$ cat src/rtl/mem_arb_pkg.sv
// Shared types and defaults for the unified-RAM port arbiter.
package mem_arb_pkg;

  localparam int unsigned DefW           = 16;
  localparam int unsigned DefAw          = 16;
  localparam int unsigned DefStarveLimit = 4;
  localparam int unsigned DefTimeout     = 64;

  // Raw 3-bit state codes
  localparam logic [2:0] StateIdle    = 3'd0;
  localparam logic [2:0] StateBusyIf  = 3'd1;
  localparam logic [2:0] StateBusyMem = 3'd2;
  localparam logic [2:0] StateRespIf  = 3'd3;
  localparam logic [2:0] StateRespMem = 3'd4;

  typedef enum logic [2:0] {
    StIdle    = StateIdle,
    StBusyIf  = StateBusyIf,
    StBusyMem = StateBusyMem,
    StRespIf  = StateRespIf,
    StRespMem = StateRespMem
  } arb_state_e;

  typedef enum logic [1:0] {
    GNT_NONE = 2'd0,
    GNT_IF   = 2'd1,
    GNT_MEM  = 2'd2
  } arb_gnt_e;

  function automatic logic is_busy(input arb_state_e s);
    return (s == StBusyIf) || (s == StBusyMem);
  endfunction

endpackage

$ cat src/rtl/mem_port_arbiter_if.sv
// Bus bundle between the pipeline/RAM side (master) and the arbiter (slave).
interface mem_port_arbiter_if
  import mem_arb_pkg::*;
#(
  parameter int unsigned W  = DefW,
  parameter int unsigned AW = DefAw
) ();

  logic          if_req;
  logic [AW-1:0] if_addr;
  logic [W-1:0]  if_rdata;
  logic          if_ack;
  logic          mem_rd_req;
  logic          mem_wr_req;
  logic [AW-1:0] mem_addr;
  logic [W-1:0]  mem_wdata;
  logic [W-1:0]  mem_rdata;
  logic          mem_ack;
  logic          ram_en;
  logic          ram_we;
  logic [AW-1:0] ram_addr;
  logic [W-1:0]  ram_wdata;
  logic [W-1:0]  ram_rdata;
  logic          ram_ready;
  logic          stall_fetch;
  logic          stall_pipe;

  modport master (
    output if_req, if_addr, mem_rd_req, mem_wr_req, mem_addr, mem_wdata, ram_rdata, ram_ready,
    input  if_rdata, if_ack, mem_rdata, mem_ack, ram_en, ram_we, ram_addr, ram_wdata,
    input  stall_fetch, stall_pipe
  );

  modport slave (
    input  if_req, if_addr, mem_rd_req, mem_wr_req, mem_addr, mem_wdata, ram_rdata, ram_ready,
    output if_rdata, if_ack, mem_rdata, mem_ack, ram_en, ram_we, ram_addr, ram_wdata,
    output stall_fetch, stall_pipe
  );

endinterface

$ cat src/rtl/arb_starve_counter.sv
// Counts consecutive arbitrations lost by fetch; saturates at STARVE_LIMIT.
module arb_starve_counter #(
  parameter int unsigned STARVE_LIMIT = 4
) (
  input  logic clk,
  input  logic rst,
  input  logic i_inc,
  input  logic i_clr,
  output logic o_limit_hit
);

  logic [3:0] r_cnt;

  // Clear has priority over increment; hold at the limit
  always_ff @(posedge clk) begin
    if (!rst) begin
      r_cnt <= 4'd0;
    end else if (i_clr) begin
      r_cnt <= 4'd0;
    end else if (i_inc && (r_cnt != 4'(STARVE_LIMIT))) begin
      r_cnt <= r_cnt + 4'd1;
    end
  end

  assign o_limit_hit = (r_cnt == 4'(STARVE_LIMIT));

endmodule

$ cat src/rtl/mem_port_arbiter.sv
// Arbitrates the single-port instruction/data RAM between fetch and the memory
// stage, memory stage first, with a starvation guard for fetch.
// Optional watchdog abort of stuck accesses: define ARB_TIMEOUT_EN.
module mem_port_arbiter
  import mem_arb_pkg::*;
#(
  parameter int unsigned W            = DefW,
  parameter int unsigned AW           = DefAw,
  parameter int unsigned STARVE_LIMIT = DefStarveLimit,
  parameter int unsigned TIMEOUT      = DefTimeout
) (
  input  logic              clk,
  input  logic              rst,
  mem_port_arbiter_if.slave bus
`ifdef ARB_TIMEOUT_EN
  ,
  output logic              arb_err
`endif
);

  arb_state_e    r_state;
  arb_state_e    w_state_d;
  arb_gnt_e      w_gnt;
  logic [AW-1:0] r_addr;
  logic [W-1:0]  r_wdata;
  logic          r_we;
  logic [W-1:0]  r_if_rdata;
  logic [W-1:0]  r_mem_rdata;
  logic          w_mem_req;
  logic          w_idle;
  logic          w_starve_hit;
  logic          w_starve_inc;
  logic          w_starve_clr;
  logic          w_abort;
  logic          w_done;
  logic [W-1:0]  w_rdata_in;

  assign w_mem_req = bus.mem_rd_req | bus.mem_wr_req;
  assign w_idle    = (r_state == StIdle);

  // Memory stage wins unless fetch has lost STARVE_LIMIT times in a row
  always_comb begin
    w_gnt = GNT_NONE;
    if (w_mem_req && !(w_starve_hit && bus.if_req)) begin
      w_gnt = GNT_MEM;
    end else if (bus.if_req) begin
      w_gnt = GNT_IF;
    end
  end

  assign w_starve_inc = w_idle & bus.if_req & (w_gnt == GNT_MEM);
  assign w_starve_clr = ~bus.if_req | (w_idle & (w_gnt == GNT_IF));

  arb_starve_counter #(
    .STARVE_LIMIT (STARVE_LIMIT)
  ) u_starve (
    .clk         (clk),
    .rst         (rst),
    .i_inc       (w_starve_inc),
    .i_clr       (w_starve_clr),
    .o_limit_hit (w_starve_hit)
  );

`ifdef ARB_TIMEOUT_EN
  localparam int unsigned WdogW = $clog2(TIMEOUT + 1);

  logic [WdogW-1:0] r_wdog;
  logic             r_arb_err;

  assign w_abort = is_busy(r_state) & ~bus.ram_ready & (r_wdog == WdogW'(TIMEOUT - 1));

  // Watchdog counts cycles spent in BUSY; error flag is sticky until reset
  always_ff @(posedge clk) begin
    if (!rst) begin
      r_wdog    <= '0;
      r_arb_err <= 1'b0;
    end else begin
      if (is_busy(r_state)) begin
        r_wdog <= r_wdog + 1'b1;
      end else begin
        r_wdog <= '0;
      end
      if (w_abort) begin
        r_arb_err <= 1'b1;
      end
    end
  end

  assign arb_err = r_arb_err;
`else
  logic w_unused_timeout;
  assign w_unused_timeout = ^TIMEOUT;
  assign w_abort          = 1'b0;
`endif

  assign w_done     = is_busy(r_state) & (bus.ram_ready | w_abort);
  // An aborted read returns all ones
  assign w_rdata_in = bus.ram_ready ? bus.ram_rdata : {W{1'b1}};

  // Next-state logic
  always_comb begin
    w_state_d = r_state;
    unique case (r_state)
      StIdle: begin
        if (w_gnt == GNT_MEM) begin
          w_state_d = StBusyMem;
        end else if (w_gnt == GNT_IF) begin
          w_state_d = StBusyIf;
        end
      end
      StBusyIf:  if (w_done) w_state_d = StRespIf;
      StBusyMem: if (w_done) w_state_d = StRespMem;
      StRespIf:  w_state_d = StIdle;
      StRespMem: w_state_d = StIdle;
      default:   w_state_d = StIdle;
    endcase
  end

  // State register, grant-time latches and read-data capture
  always_ff @(posedge clk) begin
    if (!rst) begin
      r_state     <= StIdle;
      r_addr      <= '0;
      r_wdata     <= '0;
      r_we        <= 1'b0;
      r_if_rdata  <= '0;
      r_mem_rdata <= '0;
    end else begin
      r_state <= w_state_d;
      if (w_idle && (w_gnt == GNT_MEM)) begin
        r_addr  <= bus.mem_addr;
        r_wdata <= bus.mem_wdata;
        r_we    <= bus.mem_wr_req;  // read+write together acts as a write
      end else if (w_idle && (w_gnt == GNT_IF)) begin
        r_addr <= bus.if_addr;
        r_we   <= 1'b0;
      end
      if ((r_state == StBusyIf) && w_done) begin
        r_if_rdata <= w_rdata_in;
      end
      if ((r_state == StBusyMem) && w_done && !r_we) begin
        r_mem_rdata <= w_rdata_in;
      end
    end
  end

  assign bus.ram_en      = is_busy(r_state);
  assign bus.ram_we      = (r_state == StBusyMem) & r_we;
  assign bus.ram_addr    = r_addr;
  assign bus.ram_wdata   = r_wdata;
  assign bus.if_ack      = (r_state == StRespIf);
  assign bus.mem_ack     = (r_state == StRespMem);
  assign bus.if_rdata    = r_if_rdata;
  assign bus.mem_rdata   = r_mem_rdata;
  assign bus.stall_pipe  = w_mem_req & ~bus.mem_ack;
  assign bus.stall_fetch = (bus.if_req & ~bus.if_ack) | bus.stall_pipe;

endmodule
$ cat src/flat_wrapper.sv
// flat-port wrapper written by rule: the top's interface ports become plain ports
module mem_port_arbiter_flat import mem_arb_pkg::*;
#(
  parameter int unsigned W            = DefW,
  parameter int unsigned AW           = DefAw,
  parameter int unsigned STARVE_LIMIT = DefStarveLimit,
  parameter int unsigned TIMEOUT      = DefTimeout
)
  (clk, rst, bus_if_req, bus_if_addr, bus_mem_rd_req, bus_mem_wr_req, bus_mem_addr, bus_mem_wdata, bus_ram_rdata, bus_ram_ready, bus_if_rdata, bus_if_ack, bus_mem_rdata, bus_mem_ack, bus_ram_en, bus_ram_we, bus_ram_addr, bus_ram_wdata, bus_stall_fetch, bus_stall_pipe);
  mem_port_arbiter_if #(.W(W), .AW(AW)) bus_i ();
  input  logic clk;
  input  logic rst;
  input wire logic [$bits(bus_i.if_req)-1:0] bus_if_req;
  input wire logic [$bits(bus_i.if_addr)-1:0] bus_if_addr;
  input wire logic [$bits(bus_i.mem_rd_req)-1:0] bus_mem_rd_req;
  input wire logic [$bits(bus_i.mem_wr_req)-1:0] bus_mem_wr_req;
  input wire logic [$bits(bus_i.mem_addr)-1:0] bus_mem_addr;
  input wire logic [$bits(bus_i.mem_wdata)-1:0] bus_mem_wdata;
  input wire logic [$bits(bus_i.ram_rdata)-1:0] bus_ram_rdata;
  input wire logic [$bits(bus_i.ram_ready)-1:0] bus_ram_ready;
  output wire logic [$bits(bus_i.if_rdata)-1:0] bus_if_rdata;
  output wire logic [$bits(bus_i.if_ack)-1:0] bus_if_ack;
  output wire logic [$bits(bus_i.mem_rdata)-1:0] bus_mem_rdata;
  output wire logic [$bits(bus_i.mem_ack)-1:0] bus_mem_ack;
  output wire logic [$bits(bus_i.ram_en)-1:0] bus_ram_en;
  output wire logic [$bits(bus_i.ram_we)-1:0] bus_ram_we;
  output wire logic [$bits(bus_i.ram_addr)-1:0] bus_ram_addr;
  output wire logic [$bits(bus_i.ram_wdata)-1:0] bus_ram_wdata;
  output wire logic [$bits(bus_i.stall_fetch)-1:0] bus_stall_fetch;
  output wire logic [$bits(bus_i.stall_pipe)-1:0] bus_stall_pipe;
  assign bus_i.if_req = bus_if_req;
  assign bus_i.if_addr = bus_if_addr;
  assign bus_i.mem_rd_req = bus_mem_rd_req;
  assign bus_i.mem_wr_req = bus_mem_wr_req;
  assign bus_i.mem_addr = bus_mem_addr;
  assign bus_i.mem_wdata = bus_mem_wdata;
  assign bus_i.ram_rdata = bus_ram_rdata;
  assign bus_i.ram_ready = bus_ram_ready;
  assign bus_if_rdata = bus_i.if_rdata;
  assign bus_if_ack = bus_i.if_ack;
  assign bus_mem_rdata = bus_i.mem_rdata;
  assign bus_mem_ack = bus_i.mem_ack;
  assign bus_ram_en = bus_i.ram_en;
  assign bus_ram_we = bus_i.ram_we;
  assign bus_ram_addr = bus_i.ram_addr;
  assign bus_ram_wdata = bus_i.ram_wdata;
  assign bus_stall_fetch = bus_i.stall_fetch;
  assign bus_stall_pipe = bus_i.stall_pipe;
  mem_port_arbiter #(.W(W), .AW(AW), .STARVE_LIMIT(STARVE_LIMIT), .TIMEOUT(TIMEOUT)) u_core (.clk(clk), .rst(rst), .bus(bus_i));
endmodule
$ cat config.mk
export PLATFORM = sky130hd
export DESIGN_NAME = mem_port_arbiter_flat
export DESIGN_NICKNAME = d
export VERILOG_FILES = /design/src/rtl/mem_arb_pkg.sv /design/src/rtl/mem_port_arbiter_if.sv /design/src/rtl/arb_starve_counter.sv /design/src/rtl/mem_port_arbiter.sv /design/src/flat_wrapper.sv
export SDC_FILE = /design/constraint.sdc
export NUM_CORES = 1
export LEC_CHECK = 0
export BUFFER_PORTS_ARGS = -buffer_cell sky130_fd_sc_hd__buf_2
export CAP_MARGIN = 0
export CORE_UTILIZATION = 47
export CTS_CLUSTER_DIAMETER = 80
export CTS_CLUSTER_SIZE = 14
export DETAILED_ROUTE_END_ITERATION = 10
export PLACE_DENSITY = 0.82
export SLEW_MARGIN = 5
export SYNTH_ARGS = -nofsm -noshare
export SYNTH_HDL_FRONTEND = slang
export SYNTH_SLANG_ARGS = --single-unit
$ cat constraint.sdc
create_clock -name clk -period 2.03 [get_ports clk]
set_input_delay 0.1015 -clock clk [delete_from_list [all_inputs] [get_ports clk]]
set_output_delay 0.1015 -clock clk [all_outputs]
set_load 0.03 [all_outputs]
==> out/metrics.csv <==
metric,value,unit
seq_area,0.00144,mm2
synth_top_family_by_area,simple AND/OR/NAND/NOR gates,
cp.required,2.28,ns
p_leak,1.86,nW
synth_seq_cells,72,
synth-xor-area-share,0.00283,
dr.first_iter.drc_count,149,
clock_sinks,72,
syn_avg_cell_area,8.22,um2
grt_max_degree,52,
ir_worst_vdd,0.000594,V
clk-insertion-delay-late,0.33,ns
place.gp.congestion,0.821,
multi_input_area,0.00147,mm2
antenna_found_initial,0,
synthTopCellsByCount,"103 x nand2_1, 72 x dfxtp_1, 36 x a21oi_1",
cts_max_level,3,
tns,0,ns
synth-compound-area-share,0.176,
gr-total-overflow,0,
skew,0.00960,ns
slew_headroom,0.382,
max_clock_freq,525,MHz
final.min_clock_period,1.90,ns
clk_path_buf_depth,2,
cap_violations,0,
vias,3182,
yosysMostFrequentCell,nand2_1,
maxSlewViolCount,0,
start_kind,register,
p_sw,1.08,mW
io_buffer_count,139,
postCtsSetupBuffers,0,
ctsHoldBuffers,6,
critPathCaptureType,register,
cts_resized,0,
worstHoldPathType,input port to register,
synth_area,0.00309,mm2
synth_fa_ha_area_frac,0.00809,
dpl.hpwl,5.73,mm
whs,0.0186,ns
p_total,3.56,mW
arrival,2.15,ns
vias_per_cell,5.38,
chipHeight,83.1,um
wl_per_cell,13.9,um
p_seq_frac,0.439,
synth-simple-area-share,0.233,
grt_pass1_vias,3149,
path_clk_slew,0.08,ns
num_rows,29,
grt_setup_unrepaired,no,
ys.flop_type,dfxtp_1,
diodes,0,
synthMuxAreaShare,0.0518,
yosysTopAreaCell,dfxtp_1,
status,"finished, final reports clean",
io_pins,140,
drive_gt1_frac,0.339,
grt_pass1_wl,13.4,mm
syn-instance-count,376,
clockRootBuffer,clkbuf_8,
synth_top_cell_area_share,0.466,
first_pass_iters,4,
crit_path_max_fanout,17,
timing.final.crit_share,0.938,
setup_viol,0,
yosysSeqAreaShare,0.466,
clock_power_share,0.347,
initial_core_util,0.487,
final_nets,581,
yosysUniqueCellTypes,35,
sw_frac_of_total,0.305,
n_fill_cell,550,
intPower,2.47,mW
p_comb_frac,0.214,
area_delta_synth_final,33.0,%
tightest_slew,0.922,ns
worst-setup-path-type,register to register,
synth_edf_count,0,
drc,0,
drt_wl_total,8.24,mm
cts_tree,done,
p_per_area,866,mW/mm2
yosys_warnings,0,
synth.area.top_cells,"dfxtp_1 47%, nand2_1 13%, a21oi_1 5.8%",
grt_usage,0.237,
numCtsBuffers,9,
fp.dieW,83.1,um
die_area,0.00691,mm2
ys_async_sr_fraction,0,
hold_viol,0,
synth_nets,448,
ant_nets,0,
coreArea,0.00635,mm2
## flip-flops by register name, indices dropped and copies added (netlist names)
name / count
u_core.r_state: 3
u_core.bus.if_rdata: 16
u_core.bus.ram_addr: 16
u_core.bus.ram_wdata: 16
u_core.r_we: 1
u_core.u_starve.r_cnt: 4
u_core.bus.mem_rdata: 16
## final cells by class
class / count / area share
clock inverter: 6 / 0.0225
tap: 77 / 0.0234
multi-input combinational: 263 / 0.357
timing repair buffer: 158 / 0.211
clock buffer: 10 / 0.0310
inverter: 5 / 0.00456
sequential: 72 / 0.351
## final timing paths
| path | endpoint | from | depth (start not counted) | slack, ns |
|---|---|---|---|---|
| worst min register to register | u_core.bus.if_rdata[2] | u_core.bus.if_rdata[2] | 2 | 0.45 |
| worst max-delay path | u_core.bus.ram_addr[4] | u_core.u_starve.r_cnt[0] | 5 | 0.13 |
| worst min-delay path | u_core.bus.ram_wdata[5] | bus_mem_wdata[5] | 3 | 0.02 |
| worst max register to register | u_core.bus.ram_addr[4] | u_core.u_starve.r_cnt[0] | 5 | 0.13 |
## power by group through the flow
stage,sequential [mW],combinational [mW],clock [mW]
3_5_place_dp,1.59,0.753,0
2_1_floorplan,1.77,0.337,0
5_1_grt,1.58,0.815,1.33
4_1_cts,1.56,0.763,1.27
3_3_place_gp,1.59,0.737,0
6_report,1.56,0.760,1.24
## metrics by stage
stage / setup WS, ns / cells / utilization / instance area (um2)
3_5_place_dp: 0.140 / 569 / 0.603 / 3830
5_1_grt: 0.0484 / 591 / 0.647 / 4110
6_report: 0.126 / 591 / 0.647 / 4110
3_3_place_gp: 0.256 / 569 / 0.603 / 3830
4_1_cts: 0.121 / 591 / 0.647 / 4110
2_1_floorplan: 0.196 / 376 / - / 3090
## critical path, cell delays in order (launching register included)
cell and delay (ns):
dfxtp_1 0.40, inv_1 0.08, ha_1 0.22, and4b_1 0.26, or3_1 0.63, a31oi_1 0.24
## logic make-up (layout without fill, tap and decap cells)
group | after synthesis | in the layout
muxes | 16 | 16
and+or+nand+nor | 153 | 153
adders and majority gates | 2 | 2
DFF | 72 | 72
AOI/OAI and AO/OA | 91 | 91
buffers and inverters | 41 | 179
xor gates and xnor gates | 1 | 1
## cell usage in the layout, fill, tap and decap left out, drive strengths merged
| cell type | count |
|---|---|
| a21oi | 36 |
| a31oi | 18 |
| and2 | 1 |
| and3 | 1 |
| and3b | 1 |
| and4b | 2 |
| buf | 152 |
| bufinv | 2 |
| clkbuf | 10 |
| clkinv | 2 |
| clkinvlp | 2 |
| dfxtp | 72 |
| dlygate4sd3 | 6 |
| ha | 2 |
| inv | 5 |
| mux2i | 16 |
| nand2 | 103 |
| nand2b | 2 |
| nand3 | 18 |
| nand3b | 1 |
| nand4 | 3 |
| nand4b | 2 |
| nand4bb | 2 |
| nor2 | 6 |
| nor3 | 4 |
| nor4b | 1 |
| nor4bb | 2 |
| o21a | 1 |
| o21ai | 18 |
| o22ai | 2 |
| o41ai | 16 |
| or2 | 1 |
| or3 | 2 |
| or4b | 1 |
| xnor2 | 1 |
## per-layer routing
layer | vias to the layer above | GRT usage | wire length (um)
met3 | 20 | 0.0497 | 495
met4 | 0 | 0.124 | 201
met2 | 120 | 0.423 | 4180
met1 | 1462 | 0.263 | 3370
met5 | - | 0 | 0
li1 | 1580 | - | -
Note: power is estimated with default switching activity, not from simulation.
